--- src/rtl/esm_dep_scheduler_pkg.sv ---
`default_nettype none
// +--------------------------------------------------------------------+
// | esm_pkg: shared types and instruction field positions for the      |
// | ESM dependency scheduler.                  Rev 1.0                  |
// +--------------------------------------------------------------------+
package esm_pkg;

    localparam int ESM_BS     = 16;
    localparam int ESM_REGNUM = 32;
    localparam int REG_W      = 5;

    localparam int RS1_LSB = 15;
    localparam int RS1_MSB = 19;
    localparam int RS2_LSB = 20;
    localparam int RS2_MSB = 24;
    localparam int RD_LSB  = 7;
    localparam int RD_MSB  = 11;

    typedef logic [$clog2(ESM_BS)-1:0] slot_idx_t;
    typedef logic [REG_W-1:0]          reg_idx_t;

endpackage
`default_nettype wire

--- src/rtl/esm_dep_scheduler_if.sv ---
`default_nettype none
// +--------------------------------------------------------------------+
// | esm_dep_scheduler_if: dispatch / issue / completion / retire bus.  |
// |                                            Rev 1.0                  |
// +--------------------------------------------------------------------+
interface esm_dep_scheduler_if #(
    parameter int INSTR_W    = 32,
    parameter int BS         = 16,
    parameter int DISPATCH_W = 2
);
    localparam int SLOT_W = $clog2(BS);
    localparam int RC_W   = $clog2(DISPATCH_W) + 1;

    logic [DISPATCH_W*INSTR_W-1:0] instr_in;
    logic [DISPATCH_W-1:0]         alu_src;
    logic [DISPATCH_W-1:0]         reg_write;
    logic [DISPATCH_W-1:0]         dispatch_valid;
    logic                          dispatch_ready;
    logic                          issue_valid;
    logic [SLOT_W-1:0]             issue_index;
    logic                          issue_ready;
    logic                          complete_valid;
    logic [SLOT_W-1:0]             complete_index;
    logic [RC_W-1:0]               retire_count;
    logic [BS-1:0]                 ready_positions;

    modport master (
        output instr_in, alu_src, reg_write, dispatch_valid,
        output issue_ready, complete_valid, complete_index,
        input  dispatch_ready, issue_valid, issue_index,
        input  retire_count, ready_positions
    );

    modport slave (
        input  instr_in, alu_src, reg_write, dispatch_valid,
        input  issue_ready, complete_valid, complete_index,
        output dispatch_ready, issue_valid, issue_index,
        output retire_count, ready_positions
    );

endinterface
`default_nettype wire

--- src/rtl/esm_age_picker.sv ---
`default_nettype none
// +--------------------------------------------------------------------+
// | esm_age_picker: circular oldest-first select over N request bits   |
// | starting at i_head.                        Rev 1.0                  |
// +--------------------------------------------------------------------+
module esm_age_picker #(
    parameter int N = 16
) (
    input  wire logic [N-1:0]         i_req,
    input  wire logic [$clog2(N)-1:0] i_head,
    output logic                      o_valid,
    output logic [$clog2(N)-1:0]      o_idx
);
    localparam int IDX_W = $clog2(N);

    logic [2*N-1:0]   w_dbl;
    logic [N-1:0]     w_rot;
    logic [IDX_W-1:0] w_off;

    // w_rot[k] is the request k positions after head
    always_comb begin
        w_dbl = {i_req, i_req};
        w_rot = w_dbl[i_head +: N];
        w_off = '0;
        for (int k = N - 1; k >= 0; k--) begin
            if (w_rot[k]) w_off = IDX_W'(k);
        end
    end

    assign o_valid = |i_req;
    assign o_idx   = i_head + w_off;

endmodule
`default_nettype wire

--- src/rtl/esm_dep_scheduler.sv ---
`default_nettype none
// +--------------------------------------------------------------------+
// | esm_dep_scheduler: multi-dispatch RAW dependency window with       |
// | oldest-first issue and in-order retire. Option: ESM_BYPASS_EN.     |
// |                                            Rev 1.0                  |
// +--------------------------------------------------------------------+
module esm_dep_scheduler
    import esm_pkg::*;
#(
    parameter int INSTR_W    = 32,
    parameter int REGNUM     = 32,
    parameter int BS         = 16,
    parameter int DISPATCH_W = 2
) (
    input  wire logic           clk,
    input  wire logic           rst,
    esm_dep_scheduler_if.slave  bus
);
    localparam int SLOT_W = $clog2(BS);
    localparam int CNT_W  = $clog2(BS) + 1;
    localparam int RC_W   = $clog2(DISPATCH_W) + 1;

    logic [BS-1:0]              valid_q, valid_d, issued_q, issued_d, done_q, done_d;
    logic [BS-1:0][BS-1:0]      dep_q, dep_d;
    logic [REGNUM-1:0]          lw_valid_q, lw_valid_d;
    logic [REGNUM-1:0][SLOT_W-1:0] lw_slot_q, lw_slot_d;
    logic [SLOT_W-1:0]          head_q, head_d, tail_q, tail_d;
    logic [CNT_W-1:0]           count_q, count_d;

    reg_idx_t [DISPATCH_W-1:0]          w_rs1, w_rs2, w_rd;
    logic [DISPATCH_W-1:0][SLOT_W-1:0]  w_lane_slot;
    logic [DISPATCH_W-1:0][BS-1:0]      w_lane_dep;
    logic [BS-1:0]      w_cmpl_mask, w_byp_mask, w_ready;
    logic               w_cmpl_ok, w_pick_valid, w_issue_fire, w_disp_fire;
    logic               w_dispatch_ready, w_ret_stop;
    logic [SLOT_W-1:0]  w_pick_idx;
    logic [CNT_W-1:0]   w_disp_cnt;
    logic [RC_W-1:0]    w_ret_cnt;
    logic               w_unused_instr;

    assign w_unused_instr = ^bus.instr_in;

    for (genvar i = 0; i < DISPATCH_W; i++) begin : g_lane
        assign w_rs1[i]       = bus.instr_in[i*INSTR_W + RS1_LSB +: REG_W];
        assign w_rs2[i]       = bus.instr_in[i*INSTR_W + RS2_LSB +: REG_W];
        assign w_rd[i]        = bus.instr_in[i*INSTR_W + RD_LSB +: REG_W];
        assign w_lane_slot[i] = tail_q + SLOT_W'(i);
    end

    assign w_cmpl_ok = bus.complete_valid & valid_q[bus.complete_index]
                     & issued_q[bus.complete_index] & ~done_q[bus.complete_index];
    assign w_cmpl_mask = w_cmpl_ok ? ({{(BS-1){1'b0}}, 1'b1} << bus.complete_index) : '0;

`ifdef ESM_BYPASS_EN
    assign w_byp_mask = w_cmpl_mask;
`else
    assign w_byp_mask = '0;
`endif

    always_comb begin
        w_ready = '0;
        for (int s = 0; s < BS; s++) begin
            w_ready[s] = valid_q[s] & ~issued_q[s] & ~|(dep_q[s] & ~w_byp_mask);
        end
    end

    esm_age_picker #(.N(BS)) u_picker (
        .i_req   (w_ready),
        .i_head  (head_q),
        .o_valid (w_pick_valid),
        .o_idx   (w_pick_idx)
    );

    assign w_issue_fire     = w_pick_valid & bus.issue_ready;
    assign w_dispatch_ready = (CNT_W'(BS) - count_q) >= CNT_W'(DISPATCH_W);
    assign w_disp_fire      = w_dispatch_ready & |bus.dispatch_valid;

    // Retire counts the contiguous done run from head using registered state only
    always_comb begin
        w_ret_cnt  = '0;
        w_ret_stop = 1'b0;
        for (int k = 0; k < DISPATCH_W; k++) begin
            if (!w_ret_stop && valid_q[head_q + SLOT_W'(k)] && done_q[head_q + SLOT_W'(k)])
                w_ret_cnt = w_ret_cnt + RC_W'(1);
            else
                w_ret_stop = 1'b1;
        end
        w_disp_cnt = '0;
        for (int i = 0; i < DISPATCH_W; i++) begin
            if (w_disp_fire && bus.dispatch_valid[i]) w_disp_cnt = w_disp_cnt + CNT_W'(1);
        end
    end

    always_comb begin
        w_lane_dep = '0;
        for (int i = 0; i < DISPATCH_W; i++) begin
            if (w_rs1[i] != '0 && lw_valid_q[w_rs1[i]])
                w_lane_dep[i][lw_slot_q[w_rs1[i]]] = 1'b1;
            if (bus.alu_src[i] && w_rs2[i] != '0 && lw_valid_q[w_rs2[i]])
                w_lane_dep[i][lw_slot_q[w_rs2[i]]] = 1'b1;
            for (int j = 0; j < DISPATCH_W; j++) begin
                if (j < i && bus.dispatch_valid[j] && bus.reg_write[j] && w_rd[j] != '0 &&
                    (w_rd[j] == w_rs1[i] || (bus.alu_src[i] && w_rd[j] == w_rs2[i])))
                    w_lane_dep[i][w_lane_slot[j]] = 1'b1;
            end
        end
    end

    always_comb begin
        valid_d    = valid_q;
        issued_d   = issued_q;
        done_d     = done_q;
        dep_d      = dep_q;
        lw_valid_d = lw_valid_q;
        lw_slot_d  = lw_slot_q;
        head_d     = head_q + SLOT_W'(w_ret_cnt);
        tail_d     = tail_q + SLOT_W'(w_disp_cnt);
        count_d    = count_q + w_disp_cnt - CNT_W'(w_ret_cnt);

        if (w_issue_fire) issued_d[w_pick_idx] = 1'b1;

        if (w_cmpl_ok) begin
            done_d[bus.complete_index] = 1'b1;
            for (int r = 0; r < REGNUM; r++) begin
                if (lw_valid_q[r] && lw_slot_q[r] == bus.complete_index) lw_valid_d[r] = 1'b0;
            end
        end

        for (int k = 0; k < DISPATCH_W; k++) begin
            if (RC_W'(k) < w_ret_cnt) begin
                valid_d[head_q + SLOT_W'(k)]  = 1'b0;
                issued_d[head_q + SLOT_W'(k)] = 1'b0;
                done_d[head_q + SLOT_W'(k)]   = 1'b0;
                dep_d[head_q + SLOT_W'(k)]    = '0;
            end
        end

        // Lanes in order so the youngest writer of a register owns the table entry
        if (w_disp_fire) begin
            for (int i = 0; i < DISPATCH_W; i++) begin
                if (bus.dispatch_valid[i]) begin
                    valid_d[w_lane_slot[i]]  = 1'b1;
                    issued_d[w_lane_slot[i]] = 1'b0;
                    done_d[w_lane_slot[i]]   = 1'b0;
                    dep_d[w_lane_slot[i]]    = w_lane_dep[i];
                    if (bus.reg_write[i] && w_rd[i] != '0) begin
                        lw_valid_d[w_rd[i]] = 1'b1;
                        lw_slot_d[w_rd[i]]  = w_lane_slot[i];
                    end
                end
            end
        end

        // Column clear also covers rows written this cycle, so no dependant is stranded
        for (int s = 0; s < BS; s++) begin
            dep_d[s] = dep_d[s] & ~w_cmpl_mask;
        end
    end

    always_ff @(posedge clk) begin
        if (!rst) begin
            valid_q    <= '0;
            issued_q   <= '0;
            done_q     <= '0;
            dep_q      <= '0;
            lw_valid_q <= '0;
            lw_slot_q  <= '0;
            head_q     <= '0;
            tail_q     <= '0;
            count_q    <= '0;
        end else begin
            valid_q    <= valid_d;
            issued_q   <= issued_d;
            done_q     <= done_d;
            dep_q      <= dep_d;
            lw_valid_q <= lw_valid_d;
            lw_slot_q  <= lw_slot_d;
            head_q     <= head_d;
            tail_q     <= tail_d;
            count_q    <= count_d;
        end
    end

    assign bus.dispatch_ready  = w_dispatch_ready;
    assign bus.issue_valid     = w_pick_valid;
    assign bus.issue_index     = w_pick_idx;
    assign bus.retire_count    = w_ret_cnt;
    assign bus.ready_positions = w_ready;

endmodule
`default_nettype wire
--- src/flat_wrapper.sv ---
// flat-port wrapper written by rule: the top's interface ports become plain ports
module esm_dep_scheduler_flat import esm_pkg::*;
#(
    parameter int INSTR_W    = 32,
    parameter int REGNUM     = 32,
    parameter int BS         = 16,
    parameter int DISPATCH_W = 2
)
  (clk, rst, bus_instr_in, bus_alu_src, bus_reg_write, bus_dispatch_valid, bus_issue_ready, bus_complete_valid, bus_complete_index, bus_dispatch_ready, bus_issue_valid, bus_issue_index, bus_retire_count, bus_ready_positions);
  esm_dep_scheduler_if #(.INSTR_W(INSTR_W), .BS(BS), .DISPATCH_W(DISPATCH_W)) bus_i ();
  input  wire logic clk;
  input  wire logic rst;
  input wire logic [$bits(bus_i.instr_in)-1:0] bus_instr_in;
  input wire logic [$bits(bus_i.alu_src)-1:0] bus_alu_src;
  input wire logic [$bits(bus_i.reg_write)-1:0] bus_reg_write;
  input wire logic [$bits(bus_i.dispatch_valid)-1:0] bus_dispatch_valid;
  input wire logic [$bits(bus_i.issue_ready)-1:0] bus_issue_ready;
  input wire logic [$bits(bus_i.complete_valid)-1:0] bus_complete_valid;
  input wire logic [$bits(bus_i.complete_index)-1:0] bus_complete_index;
  output wire logic [$bits(bus_i.dispatch_ready)-1:0] bus_dispatch_ready;
  output wire logic [$bits(bus_i.issue_valid)-1:0] bus_issue_valid;
  output wire logic [$bits(bus_i.issue_index)-1:0] bus_issue_index;
  output wire logic [$bits(bus_i.retire_count)-1:0] bus_retire_count;
  output wire logic [$bits(bus_i.ready_positions)-1:0] bus_ready_positions;
  assign bus_i.instr_in = bus_instr_in;
  assign bus_i.alu_src = bus_alu_src;
  assign bus_i.reg_write = bus_reg_write;
  assign bus_i.dispatch_valid = bus_dispatch_valid;
  assign bus_i.issue_ready = bus_issue_ready;
  assign bus_i.complete_valid = bus_complete_valid;
  assign bus_i.complete_index = bus_complete_index;
  assign bus_dispatch_ready = bus_i.dispatch_ready;
  assign bus_issue_valid = bus_i.issue_valid;
  assign bus_issue_index = bus_i.issue_index;
  assign bus_retire_count = bus_i.retire_count;
  assign bus_ready_positions = bus_i.ready_positions;
  esm_dep_scheduler #(.INSTR_W(INSTR_W), .REGNUM(REGNUM), .BS(BS), .DISPATCH_W(DISPATCH_W)) u_core (.clk(clk), .rst(rst), .bus(bus_i));
endmodule
--- config.mk ---
export PLATFORM = sky130hd
export DESIGN_NAME = esm_dep_scheduler_flat
export DESIGN_NICKNAME = d
export VERILOG_FILES = /design/src/rtl/esm_dep_scheduler_pkg.sv /design/src/rtl/esm_dep_scheduler_if.sv /design/src/rtl/esm_age_picker.sv /design/src/rtl/esm_dep_scheduler.sv /design/src/flat_wrapper.sv
export SDC_FILE = /design/constraint.sdc
export NUM_CORES = 2
export LEC_CHECK = 0
export CAP_MARGIN = 20
export CORE_UTILIZATION = 50
export DETAILED_ROUTE_END_ITERATION = 16
export GPL_TIMING_DRIVEN = 0
export HOLD_SLACK_MARGIN = 0.08
export PLACE_DENSITY = 0.68
export SLEW_MARGIN = 20
export SYNTH_ARGS = -nofsm -noshare
export SYNTH_HDL_FRONTEND = slang
export SYNTH_SLANG_ARGS = --single-unit
--- constraint.sdc ---
create_clock -name clk -period 5.5 [get_ports clk]
set_clock_uncertainty 0.05 [all_clocks]
set_input_delay 0.55 -clock clk [delete_from_list [all_inputs] [get_ports clk]]
set_output_delay 0.55 -clock clk [all_outputs]
set_load 0.005 [all_outputs]
==> out/metrics.yaml <==
antenna_found_initial: 5
drtIter0Drc: 6797
finalSetupViolCount: 0
grt_pass1_wl_um: 238000
end_kind: "output pin"
finalPower_mw: 10.9
clk_pin_slew_ps: 60
hold_class: "register to register"
fp.dieArea_mm2: 0.0655
final_common_cell: "dfxtp_1"
die_h_um: 256
place_inst: 4516
crit_path_max_incr_delay_ps: 550
ys_top_cells_by_area: "dfxtp_1, mux4_2, a222oi_1, xnor2_1, nor2_1"
powerDensity_mw_per_mm2: 299
finalCriticalPeriod_ps: 5470
cts_made_buffers: 54
multi_input_area_mm2: 0.0217
synth.distinct_cells: 79
synth-async-reset-ratio_pct: 0
dieWidth_um: 256
clockBufferDepth: 3
p_switching_mw: 4.08
num_rows: 92
power.share.sequential_pct: 34.0
path_cells: "or4_4 -> or3_4 -> o32a_1 -> mux4_2 -> buf_4 -> o21ai_4 -> o21ai_2 -> a21oi_2 -> o21ai_2 -> a311oi_2 -> ha_1 -> a21o_1 -> a21oi_2 -> xnor2_2 -> xnor2_1 -> buf_2"
start_util_pct: 50.8
nets: 3859
final_cell_mix: "dfxtp_1, nor2_1, nand2_1"
crit_start: "u_core.dep_q[115]"
ys_seq_elements: 476
syn_area_per_cell_um2: 8.89
drt_pass1_iterations: 12
reg2regPathDepth: 18
core_mm2: 0.0634
r2r_end: "u_core.issued_q[5]"
drc: 0
vias_per_cell: 7.51
cp_slowest_cell: "or4_4"
final_util_pct: 57.5
min_from: "u_core.issued_q[9]"
critPathArrivalTime_ps: 4870
ant_nets: 0
r2r_slack_ps: 100
rr_startpoint: "u_core.dep_q[115]"
swShare_pct: 37.4
antenna_cells: 0
grt_pass1_vias: 32300
insertion_delay_ps: 680
required_ps: 4900
fmax_ghz: 0.183
hold_depth: 2
placed_cell_area_mm2: 0.0338
start_kind: "register"
synth_flop_cell: "dfxtp_1"
grt_max_degree: 17
hold_violations: 0
grt.total_usage_pct: 50.1
ios: 102
fillers: 5857
cts_sinks: 476
crit_fanout: 4
clockRootBuffer: "clkbuf_16"
regArea_mm2: 0.00953
routed_wl_um: 168000
synth_cells: 3628
synth_top_area_cell: "dfxtp_1"
crit_type: "register to output pin"
area_delta_synth_final_pct: 13.2
wl_per_cell_um: 36.2
status: "completed"
cap_violations: 0
design_area_mm2: 0.0365
rsz0062_at_grt: "true"
gp_congestion: 1.07
vias: 34800
holdBufCountCts: 0
cts_max_level: 2
power.internal_mw: 6.83
drv_slew: 0
synth_top_area_share_pct: 29.6
grt_overflow: 0
drive_gt1_share_pct: 14.6
tightestPinTransition_ps: 1310
io_buffer_count: 39
cts_tree: "done"
yosysWarningCount: 0
pwr-share-comb_pct: 29.2
synth-edff-count: 0
fin_crit_sh_pct: 99.4
synthesis.nets: 3740
p_clk_share_pct: 36.8
yosysSeqAreaShare_pct: 29.6
slew_headroom_pct: 12.5
finalNonFillerCells: 4635
whs_endpoint: "u_core.issued_q[9]"
peakVddDrop_v: 0.000308
leakagePower_nw: 13.1
syn_area_mm2: 0.0322
hpwl_um: 126000
## worst max path at each step
| stage | depth (start not counted) | end | slack, ps |
|---|---|---|---|
| 2_1_floorplan | 17 | u_core.issued_q[15] | 1070 |
| 3_3_place_gp | 16 | u_core.issued_q[9] | -970 |
| 3_5_place_dp | 16 | u_core.issued_q[1] | -740 |
| 4_1_cts | 15 | bus_issue_index[3] | -170 |
| 5_1_grt | 16 | bus_issue_index[3] | -90 |
| 6_report | 16 | bus_issue_index[3] | 30 |
## through the flow
step | setup WS, ps | hold slack, ps | TNS [ps]
detailed placement | -735 | 433 | -7300
CTS | -175 | 439 | -175
global route | -89.3 | 462 | -89.3
global placement | -970 | 422 | -14120
finish | 32.1 | 438 | 0
floorplan | 1070 | 401 | 0
## Yosys cell counts, types with 53 or more instances
cell type and instances:
a21oi_1 244, a222oi_1 180, and2_1 61, buf_2 53, clkbuf_1 248, dfxtp_1 476, inv_1 53, mux4_2 221
nand2_1 282, nand3_1 147, nand4_1 68, nor2_1 370, nor3_1 155, nor4_1 102, o211a_1 97, o21a_1 75
o21ai_0 59, o22ai_1 60, xnor2_1 173
## critical path: cells and delay by family, from the launching register on
kind / cells / cell delay, ps
flip-flops: 1 / 310
XOR/XNOR: 2 / 330
adder cells (fa/ha/maj): 1 / 310
AND/OR/NAND/NOR: 2 / 1010
AO/OA/AOI/OAI: 8 / 1410
multiplexers: 1 / 530
buffers and inverters: 2 / 310
## timing repair
item | 4_1_cts | 5_1_grt
setup buffers | 8 | 12
pin swaps | 11 | 20
resized for setup | 65 | 53
endpoints found under the setup margin | 20 | 11
## per-layer routing
layer / wire (um) / global-route usage (%) / up-vias
li1: - / - / 14300
met1: 54700 / 55.6 / 16700
met2: 71400 / 75.8 / 2911
met3: 20700 / 15.8 / 969
met4: 20900 / 48.4 / 4
met5: 71 / 0 / -
## kinds of logic after synthesis
group           after synthesis  share of synthesized area [%]
buf+inv                     403                           5.18
mux                         254                           16.5
fa+ha+maj                    34                           1.44
xor+xnor                    208                           5.65
simple gates               1308                           19.4
compound gates              945                           22.3
flops                       476                           29.6
## power by group through the flow
stage               registers, mW  logic, mW  clock network, mW
global placement             3.77       2.87                  0
floorplan                    3.70       1.88                  0
CTS                          3.70       2.96               3.97
finish                       3.71       3.18               4.02
detailed placement           3.77       2.87                  0
global route                 3.71       3.33               4.13
## final cells by class
class	count	share of cell area, %
Multi-Input combinational cell	2749	59.5
Clock inverter	23	1.00
Clock buffer	75	4.22
Sequential cell	476	26.1
Buffer	345	4.05
Tap cell	846	2.90
Timing Repair Buffer	63	1.58
Inverter	58	0.597
## registers in the layout, summed over array words and instances (netlist names)
signal,flops
u_core.valid_q,16
u_core.head_q,4
u_core.dep_q,256
u_core.issued_q,16
u_core.count_q,5
u_core.tail_q,4
u_core.done_q,16
u_core.lw_slot_q,128
u_core.lw_valid_q,31
Note: power is estimated with default switching activity, not from simulation.
